**config.mk**
```make
export PLATFORM = sky130hd
export DESIGN_NAME = fifo_hs_flat
export DESIGN_NICKNAME = d
export VERILOG_FILES = /design/src/rtl/fifo_hs_pkg.sv /design/src/rtl/fifo_hs_if.sv /design/src/rtl/fifo_hs_modn_counter.sv /design/src/rtl/fifo_hs.sv /design/src/flat_wrapper.sv
export SDC_FILE = /design/constraint.sdc
export NUM_CORES = 1
export LEC_CHECK = 0
export ABC_AREA = 1
export BUFFER_PORTS_ARGS = -buffer_cell sky130_fd_sc_hd__buf_4
export CORE_MARGIN = 4
export CORE_UTILIZATION = 61
export CTS_BUF_LIST = sky130_fd_sc_hd__clkbuf_16
export CTS_CLUSTER_DIAMETER = 60
export DETAILED_ROUTE_END_ITERATION = 7
export GPL_TIMING_DRIVEN = 0
export PLACE_DENSITY = 0.84
export SYNTH_ARGS = -nofsm -noshare
export SYNTH_HDL_FRONTEND = slang
export SYNTH_SLANG_ARGS = --single-unit
```
**constraint.sdc**
```tcl
create_clock -name clk_i -period 4.7 [get_ports clk_i]
set_input_delay 0 -clock clk_i [delete_from_list [all_inputs] [get_ports clk_i]]
set_output_delay 0 -clock clk_i [all_outputs]
set_load 0.03 [all_outputs]
```
**src/rtl/fifo_hs_pkg.sv**
```systemverilog
// fifo_hs_pkg: width helper shared by the FIFO and its pointer counters.
package fifo_hs_pkg;

  // Bits needed to index 0..n-1; never less than one bit.
  function automatic int ptr_width(input int n);
    return (n > 1) ? $clog2(n) : 1;
  endfunction

endpackage

```
**src/rtl/fifo_hs_if.sv**
```systemverilog
// fifo_hs_if: ready/valid handshake bundle around the FIFO.
// slave is the FIFO side, master is the producer/consumer side.
interface fifo_hs_if #(
  parameter type DATA_T = logic [7:0],
  parameter int  DEPTH  = 4
);
  logic                         valid_i;
  logic                         ready_o;
  DATA_T                        data_i;
  logic                         valid_o;
  logic                         ready_i;
  DATA_T                        data_o;
  logic [$clog2(DEPTH+1)-1:0]   count_o;

  modport slave (
    input  valid_i, data_i, ready_i,
    output ready_o, valid_o, data_o, count_o
  );

  modport master (
    output valid_i, data_i, ready_i,
    input  ready_o, valid_o, data_o, count_o
  );
endinterface

```
**src/rtl/fifo_hs_modn_counter.sv**
```systemverilog
// modn_counter: wrapping 0..N-1 counter with synchronous clear and enable.
module modn_counter
  import fifo_hs_pkg::*;
#(
  parameter int N = 4
) (
  input  logic                    clk_i,
  input  logic                    rst_n_i,
  input  logic                    clr_i,
  input  logic                    en_i,
  output logic [ptr_width(N)-1:0] cnt_o
);
  localparam int W = ptr_width(N);

  // Clear wins over enable; wrap from N-1 back to zero.
  always_ff @(posedge clk_i or negedge rst_n_i) begin
    if (!rst_n_i)
      cnt_o <= '0;
    else if (clr_i)
      cnt_o <= '0;
    else if (en_i)
      cnt_o <= (cnt_o == W'(N - 1)) ? '0 : cnt_o + 1'b1;
  end
endmodule

```
**src/rtl/fifo_hs.sv**
```systemverilog
// fifo_hs: DEPTH-entry ready/valid FIFO, one-cycle write-to-read latency.
// Define FIFO_HS_BYPASS_EN to let data fall through an empty FIFO in zero
// cycles; with it undefined the FIFO is a plain registered queue.
module fifo_hs
  import fifo_hs_pkg::*;
#(
  parameter type DATA_T = logic [7:0],
  parameter int  DEPTH  = 4
) (
  input  logic     clk_i,
  input  logic     rst_n_i,
  input  logic     flush_i,
  fifo_hs_if.slave bus
);
  localparam int PW = ptr_width(DEPTH);
  localparam int CW = $clog2(DEPTH + 1);

  DATA_T           mem [DEPTH];
  logic [PW-1:0]   head;
  logic [PW-1:0]   tail;
  logic [CW-1:0]   count;
  logic            full;
  logic            empty;
  logic            push;
  logic            pop;
  logic            pass;
  logic            wr;
  logic            rd;

  assign full  = (count == CW'(DEPTH));
  assign empty = (count == '0);

  // ready_o depends only on registered occupancy, never on ready_i.
  assign bus.ready_o = !full;
  assign bus.count_o = count;

`ifdef FIFO_HS_BYPASS_EN
  // Empty FIFO presents the producer directly; a same-cycle take skips storage.
  assign pass        = empty && bus.valid_i && bus.ready_i;
  assign bus.valid_o = empty ? bus.valid_i : 1'b1;
  assign bus.data_o  = empty ? bus.data_i  : mem[head];
`else
  assign pass        = 1'b0;
  assign bus.valid_o = !empty;
  assign bus.data_o  = mem[head];
`endif

  assign push = bus.valid_i && bus.ready_o;
  assign pop  = bus.valid_o && bus.ready_i;
  assign wr   = push && !pass && !flush_i;
  assign rd   = pop  && !pass && !flush_i;

  modn_counter #(.N(DEPTH)) u_head (
    .clk_i   (clk_i),
    .rst_n_i (rst_n_i),
    .clr_i   (flush_i),
    .en_i    (rd),
    .cnt_o   (head)
  );

  modn_counter #(.N(DEPTH)) u_tail (
    .clk_i   (clk_i),
    .rst_n_i (rst_n_i),
    .clr_i   (flush_i),
    .en_i    (wr),
    .cnt_o   (tail)
  );

  // Storage: cleared only by reset; flush just rewinds the pointers.
  always_ff @(posedge clk_i or negedge rst_n_i) begin
    if (!rst_n_i) begin
      for (int i = 0; i < DEPTH; i++)
        mem[i] <= '0;
    end else if (wr) begin
      mem[tail] <= bus.data_i;
    end
  end

  // Occupancy: net zero on simultaneous write and read.
  always_ff @(posedge clk_i or negedge rst_n_i) begin
    if (!rst_n_i)
      count <= '0;
    else if (flush_i)
      count <= '0;
    else if (wr && !rd)
      count <= count + 1'b1;
    else if (rd && !wr)
      count <= count - 1'b1;
  end

`ifndef SYNTHESIS
  a_no_push_full : assert property (@(posedge clk_i) disable iff (!rst_n_i)
                                    full |-> !wr);
  a_no_pop_empty : assert property (@(posedge clk_i) disable iff (!rst_n_i)
                                    empty |-> !rd);
  a_count_range  : assert property (@(posedge clk_i) disable iff (!rst_n_i)
                                    count <= CW'(DEPTH));
`endif
endmodule

```
**src/flat_wrapper.sv**
```systemverilog
// flat-port wrapper written by rule: the top's interface ports become plain ports
module fifo_hs_flat import fifo_hs_pkg::*;
#(
  parameter type DATA_T = logic [7:0],
  parameter int  DEPTH  = 4
)
  (clk_i, rst_n_i, flush_i, bus_valid_i, bus_data_i, bus_ready_i, bus_ready_o, bus_valid_o, bus_data_o, bus_count_o);
  fifo_hs_if #(.DATA_T(DATA_T), .DEPTH(DEPTH)) bus_i ();
  input  logic clk_i;
  input  logic rst_n_i;
  input  logic flush_i;
  input wire logic [$bits(bus_i.valid_i)-1:0] bus_valid_i;
  input wire logic [$bits(bus_i.data_i)-1:0] bus_data_i;
  input wire logic [$bits(bus_i.ready_i)-1:0] bus_ready_i;
  output wire logic [$bits(bus_i.ready_o)-1:0] bus_ready_o;
  output wire logic [$bits(bus_i.valid_o)-1:0] bus_valid_o;
  output wire logic [$bits(bus_i.data_o)-1:0] bus_data_o;
  output wire logic [$bits(bus_i.count_o)-1:0] bus_count_o;
  assign bus_i.valid_i = bus_valid_i;
  assign bus_i.data_i = bus_data_i;
  assign bus_i.ready_i = bus_ready_i;
  assign bus_ready_o = bus_i.ready_o;
  assign bus_valid_o = bus_i.valid_o;
  assign bus_data_o = bus_i.data_o;
  assign bus_count_o = bus_i.count_o;
  fifo_hs #(.DATA_T(DATA_T), .DEPTH(DEPTH)) u_core (.clk_i(clk_i), .rst_n_i(rst_n_i), .flush_i(flush_i), .bus(bus_i));
endmodule
```
==> results of run 1 <==
[tightest hold or removal path, stage by stage]
cell and delay [ps]:
buf_4 70, inv_1 60, o21ai_1 130
[registers in the layout, indices dropped and copies added (netlist names)]
register	flops
u_core.mem	32
u_core.bus.count_o	3
u_core.u_head.cnt_o	2
u_core.u_tail.cnt_o	2
[cell usage in the layout, fill, tap and decap left out]
cell type and instances:
o21ai_2 7, clkinv_1 1, dlygate4sd3_1 1, clkbuf_16 5, nand2_4 5, nand3_2 1, o21ai_1 25, o22ai_1 8
nand3_1 3, ha_1 4, nor2_2 1, a21oi_2 1, clkinv_2 1, buf_6 4, inv_1 20, nor2_8 1
dfrtp_1 39, nand2_2 1, o21ai_0 19, a21oi_1 4, buf_2 2, clkbuf_1 1, nor2_1 16, nand2_1 48
xor2_1 1, nand3b_1 1, fa_1 1, buf_4 25
[how the worst max path moves through the flow]
| stage | from | to | slack [ps] | cells after the start |
|---|---|---|---|---|
| 6_report | u_core.bus.count_o[2]$_DFFE_PN0P_ | u_core.bus.count_o[2]$_DFFE_PN0P_ | 2830 | 11 |
| 5_1_grt | u_core.bus.count_o[2]$_DFFE_PN0P_ | u_core.bus.count_o[2]$_DFFE_PN0P_ | 2600 | 11 |
| 4_1_cts | u_core.bus.count_o[2]$_DFFE_PN0P_ | u_core.bus.count_o[2]$_DFFE_PN0P_ | 2820 | 11 |
| 3_5_place_dp | u_core.bus.count_o[2]$_DFFE_PN0P_ | u_core.bus.count_o[2]$_DFFE_PN0P_ | 2840 | 11 |
| 3_3_place_gp | u_core.bus.count_o[2]$_DFFE_PN0P_ | u_core.bus.count_o[2]$_DFFE_PN0P_ | 2890 | 11 |
| 2_1_floorplan | u_core.bus.count_o[2]$_DFFE_PN0P_ | u_core.bus.count_o[2]$_DFFE_PN0P_ | 2550 | 11 |
[metal layers]
metal,wire length [µm],share of wire [%],up-vias
li1,-,-,767
met1,1672,39,747
met2,2227,52,57
met3,280,6.6,10
met4,89,2.1,0
met5,0,0,-
[metrics by stage]
stage          power [mW]  hold slack, ps  cell area (µm²)
2_1_floorplan       1.053          -295.6             1911
3_3_place_gp        1.261          -2.792             2153
3_5_place_dp        1.280          -3.933             2153
4_1_cts             1.603           21.09             2297
5_1_grt             1.712           43.00             2297
6_report            1.597           18.87             2297
[final cells by class]
| cell class | count | area, µm² |
|---|---|---|
| fillers | 219 | 730.7 |
| plain buffers | 7 | 58.81 |
| well taps | 44 | 55.05 |
| clock buffers | 5 | 125.1 |
| multi-input cells | 147 | 800.8 |
| flip-flops and latches | 39 | 975.9 |
| clock inverters | 2 | 8.758 |
| repair buffers | 26 | 197.7 |
| inverters | 20 | 75.07 |
[cells by family after synthesis]
| logic type | Yosys count | synth area share [%] |
|---|---|---|
| DFF | 39 | 51.08 |
| and+or+nand+nor | 77 | 18.93 |
| AOI/OAI and AO/OA | 64 | 18.86 |
| xor gates and xnor gates | 1 | 0.4585 |
| adders and majority gates | 5 | 3.667 |
| buffers and inverters | 27 | 7.007 |
[report_power, final]
group | switching, mW | internal, mW | leakage, nW
registers | 0.0847 | 0.476 | 0.505
clock network | 0.123 | 0.190 | 0.0671
logic | 0.454 | 0.269 | 0.616
total | 0.661 | 0.936 | 1.19
[repair_timing]
action,in CTS,in global routing
hold buffers,1,0
buffers inserted,0,0
endpoints found under the hold margin,39,0
==> metrics, run 1 <==
Leak roughly 1.2 nW; Min-Delay Path Class in -> reg; R2R Setup Slk 2830 ps; Worst Setup Start Kind flip-flop; Die Wd 63.97 µm; Cell Area, Synth roughly 0.0019 mm²; HP Start bus_data_i[3]; Peak Freq around 0.53 GHz; Synth area leaders dfrtp_1 (51%), nand2_1 (9.4%), o21ai_1 (6.5%); CTS Buf Count 5; Die Height about 64 µm; Routed Antenna Nets 0; clock slew at reported path FFs around 60 ps; wire per inst between 10 and 15 µm; Synth Net Count ~230; grt met2 use 40.13%; Top FF cell, synth dfrtp_1; placed cells around 280; post-synthesis cell type count 23; CP delay by family, top simple AND/OR/NAND/NOR gates; total global-route track usage between 20% and 30%; global-route wire length before repair 7.493 mm; DR pass1 iterations 4; total number of vias ~1,600; time the worst path needs with I/O delays and setup 1871 ps; worst path cell trace inv_1 > nand2_1 > nand2_1 > nand3_2 > inv_1 > fa_1 > xor2_1 > nand3b_1 > nand2_1 > nand2_1 > nand2_1; total congestion overflow 0; 1st-iter DRT viols 66; clock buffer depth 2; antenna violations before repair 0; DP HPWL 2.760 mm; Most common cell on crit path nand2_1; setup ws final 2829 ps; initial core utilization between 60% and 70%; Placer Congestion ~0.78; Layout Skew 5.797 ps; DRC viols 0; critical path buffer and inverter count 2; Clock Root Buffer clkbuf_16; Synth Register Bits 39; H-tree level count 2; top-area cell type share of the netlist area approximately half; Hold Path End u_core.mem[3]$_DFFE_PN0P_; Critical Path Sink Type flip-flop; final setup fails 0; I/O Buffers 25; Synth area leader dfrtp_1; Setup CP Type reg -> reg; Slowest-stage cell, CP dfrtp_1; clock sinks 39; post-cts resize count 0; Max Slew Vio Count 0; largest net degree at the start of global routing 40; DIE AREA 0.004092 mm²; setup_tns 0 ps; R2R depth 11; antenna cell count 0; hold path cells 3; grt met1 use about 28%; Synth Area per Inst between 8 and 9 µm²; vias per cell between 5 and 6; number of synthesized flops with an enable pin 0; CP max FO 6; RSZ-0062 raised after global routing no; area grow syn2layout 20.24%; WL final about 4.3 mm; most common cell in the netlist nand2_1; Slew @ Worst Pin roughly 530 ps; Arrival @ worst endpoint roughly 2100 ps; Async S/R FF share, synth 100.0%; pwr/cell area roughly 700 mW/mm²; sequential share of the synthesized area between 50% and 60%; Hold Violations, Final 0; Max-Cap Viols 0; Synth Instances 213; filler-free cell count of the finished design slightly below 300; dpl ws between 2000 and 3000 ps; GRT Max-Usage Layer met2; worst vdd ir between 400 and 500 µV; warnings from Yosys 0; Tcrit/Tclk final between 30 and 40%; Nets 264; number of global-route vias before repair roughly 1,600; required time worst endpoint between 4000 and 5000 ps; reg2reg end u_core.bus.count_o[2]$_DFFE_PN0P_; row count 20; Skew-Pair Late Insertion Delay 280 ps; CTS tree yes; share of cells above drive strength 1 around 22%; core area 0.003028 mm²; Reg-to-Reg Start u_core.bus.count_o[2]$_DFFE_PN0P_; post-layout util between 70% and 80%; met3 Usage GRT about 6%; status completed; Commonest cells post-synth nand2_1 (48), dfrtp_1 (39), o21ai_1 (25), inv_1 (20), o21ai_0 (19); critical path's largest stage delay around 460 ps; io pins 26; slew margin rel. 64.70%
Note: power is estimated with default switching activity, not from simulation.
==> run 2: changes to the inputs <==
--- a/config.mk
+++ b/config.mk
@@ -8,12 +8,12 @@
 export ABC_AREA = 1
 export BUFFER_PORTS_ARGS = -buffer_cell sky130_fd_sc_hd__buf_4
 export CORE_MARGIN = 4
-export CORE_UTILIZATION = 61
+export CORE_UTILIZATION = 56
 export CTS_BUF_LIST = sky130_fd_sc_hd__clkbuf_16
 export CTS_CLUSTER_DIAMETER = 60
 export DETAILED_ROUTE_END_ITERATION = 7
 export GPL_TIMING_DRIVEN = 0
-export PLACE_DENSITY = 0.84
+export PLACE_DENSITY = 0.78
 export SYNTH_ARGS = -nofsm -noshare
 export SYNTH_HDL_FRONTEND = slang
 export SYNTH_SLANG_ARGS = --single-unit
==> constraint.sdc (replaced) <==
create_clock -name clk_i -period 1.9 [get_ports clk_i]
set_input_delay 0 -clock clk_i [delete_from_list [all_inputs] [get_ports clk_i]]
set_output_delay 0 -clock clk_i [all_outputs]
set_load 0.03 [all_outputs]
==> run 2 against run 1 <==
Net effect: critical path depth is 5 lower; via count is 0.89% lower; final cell count is 0.69% higher; register-to-register slack worse by 2700 ps; sequential power is 150% higher; combinational power grew to 2.6 times the previous value; routed wire length is 0.87% higher; die area is 7.8% higher; sequential share of layout area is 1.2 points lower; first-iteration DRC count is 33% higher; critical endpoint is now bus_data_o[4].
==> metrics, run 2 (synthesis results as in run 1) <==
setup ws final 103.3 ps (-2725 ps); Hold Violations, Final 0 (unchanged); design area 0.002371 mm² (+3.2%); area post-placement 0.002165 mm² (+0.52%); total congestion overflow 0 (unchanged); clock buffer depth 2 (unchanged); most common cell after layout, fill and taps aside nand2_1; DR pass1 iterations 4 (unchanged); DIE AREA 0.004410 mm² (+7.8%); antenna cell count 0 (unchanged); fillcell total 263 (+20%); area grow syn2layout 24.10%; CP startpoint u_core.u_head.cnt_o[0]$_DFFE_PN0P_; Hold Slack 14.94 ps (-3.937 ps); final setup fails 0 (unchanged); vias per cell 5.366 (-1.6%); wire per inst 14.75 µm (+0.18%); core area 0.003153 mm² (+4.1%); Die Height 66.41 µm (+3.8%); antenna violations before repair 0 (unchanged); WL final 4.307 mm (+0.87%); dpl ws 33.26 ps (-2807 ps); global-route wire length before repair 7.396 mm (-1.3%); setup_tns 0 ps (unchanged); largest net degree at the start of global routing 40 (unchanged); Register Area 979.7 µm² (+0.38%); DRC viols 0 (unchanged); Critical Path Sink Type output pin; 1st-iter DRT viols 88 (+33%); max reg flops 32 (unchanged); Max Slew Vio Count 0 (unchanged); Placer Congestion 0.7774 (about the same); Reg-to-Reg Start u_core.bus.count_o[0]$_DFFE_PN0P_; Routed Antenna Nets 0 (unchanged); Leak 1.206 nW (+1.5%); I/O Buffers 25 (unchanged); number of global-route vias before repair 1,585 (-1.9%); share of cells above drive strength 1 25.40% (+3.5 points); Min-Delay Path Class in -> reg; Layout Skew 6.792 ps (+0.9946 ps); required time worst endpoint 1900 ps (-2980 ps); CTS Buf Count 5 (unchanged); Nets 265 (+0.38%); H-tree level count 2 (unchanged); placed cells 282 (unchanged); total power 4.208 mW (+160%); Peak Freq approximately 0.56 GHz; CTS tree yes; time the worst path needs with I/O delays and setup approximately 1800 ps; initial core utilization 60.60% (-2.5 points); DP HPWL 2.748 mm (-0.44%); Die Wd 66.41 µm (+3.8%); most frequent cells in the layout nand2_1 (46), dfrtp_1 (36), buf_4 (26), o21ai_1 (25), inv_1 (20); total number of vias 1,567 (-0.89%); Max-Cap Viols 0 (unchanged); status completed; filler-free cell count of the finished design 292 (+0.69%); Slew @ Worst Pin 483.1 ps (-46.42 ps); io pins 26 (unchanged); Clock Root Buffer clkbuf_16; clock slew at reported path FFs 60 ps (about the same); area of the multi-input gates 829.5 µm² (+3.6%); Worst Setup Start Kind flip-flop; pwr/cell area 1775 mW/mm² (+160%); CP max FO 10 (+4); post-layout util 75.20% (-0.67 points); Arrival @ worst endpoint 1800 ps (-250 ps); Setup CP Type reg -> out; Tcrit/Tclk final 94.57%; slew margin rel. 67.79% (+3.1 points); row count 20 (unchanged); worst vdd ir 970.7 µV (+140%); clock sinks 39 (unchanged); total global-route track usage 22.63% (-1.2 points); most flop-heavy register u_core.mem; HP Start bus_data_i[6]; Skew-Pair Late Insertion Delay 280 ps (about the same)
-- run 2: what timing repair did --
item                                    CTS  global route
hold buffers                              1             0
gates resized for setup                   1             4
endpoints found under the hold margin    39             0
pin swaps                                 0             2
endpoints found under the setup margin    1             2
setup buffers                             0             1
-- run 2: path summary, 6_finish.rpt --
check | to | slack (ps) | cells after the start
min reg2reg | u_core.mem[14]$_DFFE_PN0P_ | 480 | 2
max | bus_data_o[4] | 100 | 6
min | u_core.mem[14]$_DFFE_PN0P_ | 10 | 3
max reg2reg | u_core.bus.count_o[2]$_DFFE_PN0P_ | 150 | 10
max in group asynchronous | u_core.bus.count_o[2]$_DFFE_PN0P_ | 1310 | 2
min in group asynchronous | u_core.mem[1]$_DFFE_PN0P_ | 220 | 2
-- run 2: critical path, cell delays in order, from the launching register on --
cell and delay [ps]:
dfrtp_1 350, buf_2 180, inv_1 220, buf_2 300, nor2_1 70, o22ai_1 200, buf_4 190
-- run 2: power breakdown --
part	internal (mW)	switching, mW	total, mW	leakage [nW]
sequential	1.18	0.198	1.38	0.501
combinational	0.708	1.17	1.88	0.624
clock	0.619	0.327	0.946	0.0818
-- run 2: layout make-up --
class	count	share of cell area (%)
clock buffer	5	5.277
timing repair buffer	27	8.654
sequential	39	41.32
tap	44	2.322
clock inverter	3	1.794
inverter	20	3.166
multi-input combinational	147	34.99
buffer	7	2.480
-- run 2: per-layer routing --
metal	track usage [%]	vias up	share of wire [%]
li1	-	771	-
met1	29.06	748	46
met2	36.06	42	48
met3	5.952	6	5.2
met4	9.391	0	1.5
met5	0	-	0
==> run 3: changes to the inputs <==
--- a/config.mk
+++ b/config.mk
@@ -7,6 +7,7 @@
 export LEC_CHECK = 0
 export ABC_AREA = 1
 export BUFFER_PORTS_ARGS = -buffer_cell sky130_fd_sc_hd__buf_4
+export CORE_ASPECT_RATIO = 1.2
 export CORE_MARGIN = 4
 export CORE_UTILIZATION = 56
 export CTS_BUF_LIST = sky130_fd_sc_hd__clkbuf_16
==> run 3 against run 2 <==
Net effect: combinational power barely moved; flip-flop and latch count stayed put; largest power group unchanged; fmax shrank 0.95%; critical path depth increased by 4; core utilization fell by 1.0 points; worst hold slack better by 1.4 ps; highest routed layer unchanged; clock skew decreased by 1.7 ps; routed wire length up 2.4%; sequential power hardly changed; design area fell by 0.95%; final cell count shrank 2.1%; global-route usage is 0.31 points higher.
==> metrics, run 3 (synthesis results as in run 1) <==
status completed; CTS tree yes; R2R depth 10 (unchanged); R2R Setup Slk 90 ps (-60 ps); Most common cell on crit path nand2_1; I/O Buffers 25 (unchanged); most flop-heavy register u_core.mem; Max-Cap Viols 0 (unchanged); Min-Delay Path Class in -> reg; required time worst endpoint 2070 ps (+170 ps); CTS Buf Count 5 (unchanged); slew margin rel. 67.69% (-0.10 points); Routed Antenna Nets 0 (unchanged); hold path cells 3 (unchanged); clock sinks 39 (unchanged); Peak Freq 0.5513 GHz (-0.95%); clock buffer depth 2 (unchanged); design area 0.002349 mm² (-0.95%); initial core utilization 60.36% (-0.24 points); pwr/cell area 1736 mW/mm² (-2.2%); worst path cell trace nor2_4 > a21oi_2 > nand3_4 > inv_1 > fa_1 > xor2_1 > nand3b_1 > nand2_1 > nand2_1 > nand2_1; wire per inst 15.42 µm (+4.5%); area post-placement 0.002155 mm² (-0.46%); Critical Path Sink Type flip-flop; RSZ-0062 raised after global routing yes; setup_tns 0 ps (unchanged); CP delay by family, top simple AND/OR/NAND/NOR gates; total number of vias 1,608 (+2.6%); share of cells above drive strength 1 25.60% (+0.20 points); DP HPWL 2.843 mm (+3.5%); Max Slew Vio Count 0 (unchanged); filler-free cell count of the finished design 286 (-2.1%); most common cell after layout, fill and taps aside nand2_1; total global-route track usage 22.94% (+0.31 points); time the worst path needs with I/O delays and setup 1814 ps (+17.21 ps); Hold Violations, Final 0 (unchanged); WL final 4.410 mm (+2.4%); area grow syn2layout 22.92%; Tcrit/Tclk final 95.47% (+0.91 points); CP startpoint u_core.bus.count_o[0]$_DFFE_PN0P_; worst vdd ir 1476 µV (+52%); Critical Path End u_core.bus.count_o[2]$_DFFE_PN0P_; largest net degree at the start of global routing 40 (unchanged); critical path's largest stage delay 420 ps (+70 ps); Placer Congestion 0.8093 (+4.1%); CP max FO 4 (-6); clock slew at reported path FFs 60 ps (about the same); Nets 267 (+0.75%); Skew-Pair Late Insertion Delay 280 ps (about the same); critical path buffer and inverter count 1 (-3); global-route wire length before repair 7.362 mm (-0.46%); Die Height 71.99 µm (+8.4%); Worst Setup Start Kind flip-flop; max reg flops 32 (unchanged); H-tree level count 2 (unchanged); Layout Skew 5.124 ps (-1.667 ps); DIE AREA 0.004414 mm² (about the same); Levels on crit path 10 (+4); Reg-to-Reg Start u_core.bus.count_o[0]$_DFFE_PN0P_; most frequent cells in the layout nand2_1 (47), dfrtp_1 (36), buf_4 (28), o21ai_1 (25), inv_1 (21); row count 22 (+10%); 1st-iter DRT viols 60 (-32%); Slew @ Worst Pin 484.7 ps (+1.512 ps); Slowest-stage cell, CP dfrtp_2; Setup CP Type reg -> reg; core area 0.003166 mm² (+0.40%); io pins 26 (unchanged); Clock Root Buffer clkbuf_16; vias per cell 5.622 (+4.8%); DRC viols 0 (unchanged); Die Wd 61.32 µm (-7.7%); antenna cell count 0 (unchanged); reg2reg end u_core.bus.count_o[2]$_DFFE_PN0P_; post-layout util 74.19% (-1.0 points); number of global-route vias before repair 1,534 (-3.2%); final setup fails 0 (unchanged); Arrival @ worst endpoint 1990 ps (+190 ps); total congestion overflow 0 (unchanged); antenna violations before repair 0 (unchanged); DR pass1 iterations 4 (unchanged); placed cells 274 (-2.8%); Leak 1.210 nW (+0.33%)
==> run 3: timing repair <==
item,4_1_cts,5_1_grt
hold buffers,1,0
resized for setup,1,5
hold endpoints to repair,39,0
cloned,0,0
setup buffers,0,3
endpoints found under the setup margin,1,4
pin swaps,0,3
==> run 3: worst min-delay path by stage <==
stage,from,to
after floorplan,rst_n_i,u_core.bus.count_o[0]$_DFFE_PN0P_
after global placement,rst_n_i,u_core.mem[1]$_DFFE_PN0P_
after detailed placement,rst_n_i,u_core.mem[1]$_DFFE_PN0P_
after CTS,bus_data_i[3],u_core.mem[11]$_DFFE_PN0P_
after global routing,bus_data_i[0],u_core.mem[16]$_DFFE_PN0P_
final,bus_data_i[0],u_core.mem[24]$_DFFE_PN0P_
==> run 3: cell type report <==
cell class,instances,area (µm²)
multi-input cells,147,824.5
flip-flops and latches,39,979.7
well taps,36,45.04
fillers,258,817.0
clock inverters,3,16.27
inverters,20,75.07
plain buffers,7,62.56
clock buffers,5,125.1
repair buffers,29,220.2
==> run 3: stage by stage <==
step | hold slack [ps] | power, mW | setup slack (ps)
2_1_floorplan | -295.6 | 2.634 | 2.298
3_3_place_gp | 1.774 | 3.161 | 23.26
3_5_place_dp | -2.726 | 3.212 | -1.137
4_1_cts | 14.36 | 4.046 | 43.93
5_1_grt | 41.14 | 4.365 | -33.12
6_report | 16.29 | 4.077 | 86.05
==> run 3: report_power, final <==
part	switching, mW	internal (mW)
combinational	1.16	0.722
clock	0.326	0.478
sequential	0.205	1.18
==> run 3: worst min-delay path: cells and delay by family <==
kind	cells	cell delay, ps
buffers and inverters	2	150
AO/OA/AOI/OAI	1	120
==> run 3: routing by layer <==
layer  track usage (%)  vias up  wire length (µm)
met3             5.694        6               309
met5                 0        -                 0
met1             31.98      779              1884
met2             34.35       47              2148
met4             8.434        0                67
li1                  -      776                 -
